==> src/rtl/prog_loader.sv <==
// Byte-stream program loader: SYNC, word count, big-endian payload words written to program memory.
// Optional trailing checksum byte and error path enabled by defining LOADER_CHECKSUM_EN.
module prog_loader #(
   parameter int          PC_WIDTH          = 8,
   parameter int          PROGRAM_DataWidth = 16,
   parameter logic [7:0]  SYNC_BYTE         = 8'hA5
) (
   input  logic                         clk,
   input  logic                         rst_n,
   input  logic [7:0]                   byte_in,
   input  logic                         byte_valid,
   output logic                         byte_ready,
   input  logic                         clear,
   output logic                         prog_wr_en,
   output logic [PC_WIDTH-1:0]          prog_addr,
   output logic [PROGRAM_DataWidth-1:0] prog_data,
   output logic                         cpu_hold,
   output logic                         done,
   output logic                         error
);

   typedef enum logic [2:0] {IDLE, COUNT, HI, LO, CSUM, DONE, ERR} state_t;

`ifdef LOADER_CHECKSUM_EN
   localparam state_t LAST_STATE = CSUM;
`else
   localparam state_t LAST_STATE = DONE;
`endif

   state_t                         state_reg, state_next;
   logic [7:0]                     n_reg;
   logic [7:0]                     idx_reg;
   logic [7:0]                     hi_reg;
   logic                           prog_wr_en_reg;
   logic [PC_WIDTH-1:0]            prog_addr_reg;
   logic [PROGRAM_DataWidth-1:0]   prog_data_reg;
   logic                           take;
   logic                           last_word;
`ifdef LOADER_CHECKSUM_EN
   logic [7:0]                     sum_reg;
`endif

   assign byte_ready = (state_reg != DONE) && (state_reg != ERR);
   assign take       = byte_valid && byte_ready;
   assign last_word  = (idx_reg == 8'(n_reg - 8'd1));

   always_ff @(posedge clk or negedge rst_n) begin
      if (!rst_n) begin
         state_reg <= IDLE;
      end else begin
         state_reg <= state_next;
      end
   end

   always_comb begin
      state_next = state_reg;
      case (state_reg)
         IDLE:  if (take && byte_in == SYNC_BYTE) state_next = COUNT;
         COUNT: if (take) state_next = (byte_in == 8'd0) ? LAST_STATE : HI;
         HI:    if (take) state_next = LO;
         LO:    if (take) state_next = last_word ? LAST_STATE : HI;
`ifdef LOADER_CHECKSUM_EN
         CSUM:  if (take) state_next = (8'(sum_reg + byte_in) == 8'd0) ? DONE : ERR;
`endif
         default: state_next = state_reg;
      endcase
      // clear wins over any byte accepted in the same cycle
      if (clear) state_next = IDLE;
   end

   always_ff @(posedge clk or negedge rst_n) begin
      if (!rst_n) begin
         n_reg          <= '0;
         idx_reg        <= '0;
         hi_reg         <= '0;
         prog_wr_en_reg <= 1'b0;
         prog_addr_reg  <= '0;
         prog_data_reg  <= '0;
`ifdef LOADER_CHECKSUM_EN
         sum_reg        <= '0;
`endif
      end else begin
         prog_wr_en_reg <= 1'b0;
         if (!clear && take) begin
            case (state_reg)
               COUNT: begin
                  n_reg   <= byte_in;
                  idx_reg <= '0;
`ifdef LOADER_CHECKSUM_EN
                  sum_reg <= byte_in;
`endif
               end
               HI: begin
                  hi_reg  <= byte_in;
`ifdef LOADER_CHECKSUM_EN
                  sum_reg <= 8'(sum_reg + byte_in);
`endif
               end
               LO: begin
                  prog_wr_en_reg <= 1'b1;
                  prog_addr_reg  <= PC_WIDTH'(idx_reg);
                  prog_data_reg  <= {hi_reg, byte_in};
                  idx_reg        <= 8'(idx_reg + 8'd1);
`ifdef LOADER_CHECKSUM_EN
                  sum_reg        <= 8'(sum_reg + byte_in);
`endif
               end
               default: ;
            endcase
         end
      end
   end

   assign prog_wr_en = prog_wr_en_reg;
   assign prog_addr  = prog_addr_reg;
   assign prog_data  = prog_data_reg;

   // done is withheld while the final word's strobe is still on the bus
   assign done     = (state_reg == DONE) && !prog_wr_en_reg;
   assign cpu_hold = (state_reg != IDLE) && !done;
`ifdef LOADER_CHECKSUM_EN
   assign error    = (state_reg == ERR);
`else
   assign error    = 1'b0;
`endif

endmodule

==> config.mk <==
export PLATFORM = sky130hd
export DESIGN_NAME = prog_loader
export DESIGN_NICKNAME = d
export VERILOG_FILES = /design/src/rtl/prog_loader.sv
export SDC_FILE = /design/constraint.sdc
export NUM_CORES = 1
export LEC_CHECK = 0
export BUFFER_PORTS_ARGS = -buffer_cell sky130_fd_sc_hd__clkbuf_2
export CAP_MARGIN = 20
export CORE_MARGIN = 1
export CORE_UTILIZATION = 45
export CTS_CLUSTER_SIZE = 10
export DETAILED_ROUTE_END_ITERATION = 16
export PLACE_DENSITY = 0.69
export SYNTH_ARGS = -nofsm -noshare
export SYNTH_HDL_FRONTEND = slang
export SYNTH_SLANG_ARGS = --single-unit
==> constraint.sdc <==
create_clock -name clk -period 1.84 [get_ports clk]
set_input_delay 0.092 -clock clk [delete_from_list [all_inputs] [get_ports clk]]
set_output_delay 0.092 -clock clk [all_outputs]
set_load 0.01 [all_outputs]
==> flow_summary.ini <==
[status]
status = completed

[sta]
clock_skew_ns = 0.007315
slew_headroom = 0.6388
setup_tns_ns = 0
finalCriticalPeriod_ns = 1.805
fin_crit_sh = 0.9812
max_freq_ghz = 0.5539
finalSetupViolations = 0
hold_violations = 0
rsz0062_at_grt = yes
drv_slew = 0
worstMarginPinSlew_ns = 0.5418

[detailed_routing]
drtIter0Drc = 82
avgRoutedWirePerCell_um = 15.02
dr.pass1.iters = 4
ant_nets = 0
drc = 0
viasPerCell = 5.209
vias = 1969
postRouteWirelength_um = 5679

[synthesis]
synth.most_common_cell = nand2_1
syn_inst = 255
seq_area_frac_synth = 0.5271
synth.distinct_cells = 48
yosysTopAreaCell = dfrtp_1
ys_async_sr_fraction = 1.000
syn-num-nets = 269
synth_area_per_cell_um2 = 9.681
ys_warn_count = 0
synth_edf_count = 0
synthTopCellsByCount = nand2_1 (85), dfrtp_1 (52), mux2_2 (14)
synth_area_leaders = dfrtp_1 (53%), nand2_1 (13%), mux2_2 (6.4%), xor2_1 (2.5%), nor2_1 (2.0%)
synthesis.area_um2 = 2469
ys.flop_type = dfrtp_1
synth_top_area_share = 0.5271
synth_seq_cells = 52

[cts]
cts.clk_slew.worst_paths_ns = 0.09
cts_tree = done
numCtsBuffers = 5
cts.sinks = 52
clockBufferDepth = 2
insertion_delay_ns = 0.31
cts_root_buffer = clkbuf_8
cts-htree-levels = 2

[setup_path]
worstReg2RegEnd = state_reg[1]$_DFFE_PN0P_
rrSetupSlack_ns = 0.03
r2r_start = n_reg[4]$_DFFE_PN0P_
endpoint_kind = flip-flop
arrival_ns = 2.01
path_max_fanout = 2
required_ns = 2.04
r2r.worst_path.cells = 5
critPathKind = flip-flop to flip-flop
start_kind = flip-flop

[grt]
grt_pass1_wl_um = 9494
grt_overflow = 0
grt_pass1_vias = 1895
antenna_found_initial = 0
grt_max_degree = 34
grt_usage = 0.2113

[floorplanning]
io_pins = 41
rows = 26
die_h_um = 76.07
dieArea_um2 = 5786
die_w_um = 76.07
start_util = 0.4743
core_um2 = 5205

[final_layout]
utilization = 0.5837
nets = 321
area_growth_pct = 23.06
final_cell_count_no_fill = 378
largest_register_ffs = 16
layout-drive-gt1-share = 0.3084
design_area_um2 = 3038
antenna_cells = 0

[pwr]
total_power_uw = 2736
vdd_drop_max_v = 0.0005250
seqPwrFrac = 0.507
share_comb_of_total_power = 0.242
p_int_uw = 1900
power_switching_uw = 835.9
powerDensity_nw_per_um2 = 900.6
p_leak_uw = 0.001546
clkPwrFrac = 0.251
swShare = 0.3055

[hold_path]
worstHoldPathCells = 3
min_from = byte_in[3]
whs_endpoint = prog_data[3]$_DFFE_PN0P_
hp-class = primary input to flip-flop

[job]
drv_cap = 0

[placed_design]
dpl-instance-area_um2 = 2839
io_buffers = 39
hpwl_um = 3802
dp_cells = 368
gp_congestion = 0.8342
cells in the final DEF (no fill, tap or decap), types with 4 or more instances in the layout:
| master | netlist | layout |
|---|---|---|
| nand2_1 | 85 | 85 |
| dfrtp_1 | 52 | 52 |
| clkbuf_2 | 0 | 39 |
| mux2_2 | 14 | 14 |
| buf_4 | 1 | 14 |
| nor2_1 | 13 | 13 |
| xor2_1 | 7 | 7 |
| o21ai_0 | 7 | 7 |
| clkbuf_8 | 0 | 6 |
| nand3_1 | 5 | 5 |
| inv_1 | 5 | 4 |
| nand3b_1 | 4 | 4 |
| xnor2_1 | 4 | 4 |
kinds of logic (layout without fill, tap and decap cells):
logic type               count (synthesis)  after routing  share of synthesized area
multiplexers                            15             15                    0.06792
XOR/XNOR                                11             11                    0.03903
adder cells (fa/ha/maj)                  2              2                    0.01014
AO/OA/AOI/OAI                           23             23                    0.06894
other                                    1              1                   0.001519
AND/OR/NAND/NOR                        134            134                     0.2560
flip-flops                              52             52                     0.5271
buffers and inverters                   17             70                    0.02940
through the flow:
stage               setup WS [ns]  hold WS (ns)
floorplan                  0.1215       -0.2036
detailed placement        -0.1250        0.1069
global route             -0.04956       0.02960
CTS                      0.007787       0.01952
finish                    0.03463       0.02376
global placement          0.07227       0.09567
area by class of cell:
| class | count | area [um^2] |
|---|---|---|
| timing repair buffer | 56 | 350.3 |
| multi-input combinational | 186 | 1184 |
| clock buffer | 6 | 82.58 |
| sequential | 52 | 1301 |
| inverter | 6 | 22.52 |
| tap | 70 | 87.58 |
| clock inverter | 2 | 10.01 |
| fill | 467 | 2167 |
critical path, cell delays in order, from the launching register on:
cell and delay (ns):
dfrtp_1 0.39, or3_4 0.39, or2_4 0.25, nor4_4 0.35, o311ai_4 0.16, a2bb2oi_2 0.16
power groups by stage:
| stage | Combinational, uW | Clock [uW] | Sequential (uW) |
|---|---|---|---|
| global placement | 529 | 0 | 1400 |
| CTS | 582 | 704 | 1380 |
| detailed placement | 544 | 0 | 1400 |
| global route | 721 | 755 | 1400 |
| floorplan | 337 | 0 | 1390 |
| finish | 662 | 688 | 1390 |
worst max path at each step:
| stage | to | start | slack [ns] | cells after the start |
|---|---|---|---|---|
| after floorplan | n_reg[2]$_DFFE_PN0P_ | state_reg[2]$_DFFE_PN0P_ | 0.12 | 5 |
| after global placement | state_reg[1]$_DFFE_PN0P_ | n_reg[0]$_DFFE_PN0P_ | 0.07 | 5 |
| after detailed placement | state_reg[1]$_DFFE_PN0P_ | n_reg[0]$_DFFE_PN0P_ | -0.12 | 7 |
| after CTS | state_reg[0]$_DFFE_PN0P_ | n_reg[0]$_DFFE_PN0P_ | 0.008 | 7 |
| after global routing | state_reg[1]$_DFFE_PN0P_ | n_reg[1]$_DFFE_PN0P_ | -0.05 | 8 |
| final | state_reg[1]$_DFFE_PN0P_ | n_reg[4]$_DFFE_PN0P_ | 0.03 | 5 |
timing repair:
action,CTS,global route
endpoints found under the setup margin,3,3
pin swaps,1,7
gates resized for setup,4,12
hold buffers,1,0
setup buffers,1,1
endpoints found under the hold margin,19,0
routing by layer:
metal	wire [um]	part of all wire	GRT usage
met4	95	0.017	0.08462
met3	183	0.032	0.03593
met2	2678	0.47	0.3364
met1	2722	0.48	0.2883
met5	0	0	0
(Power assumes the default switching activity.)
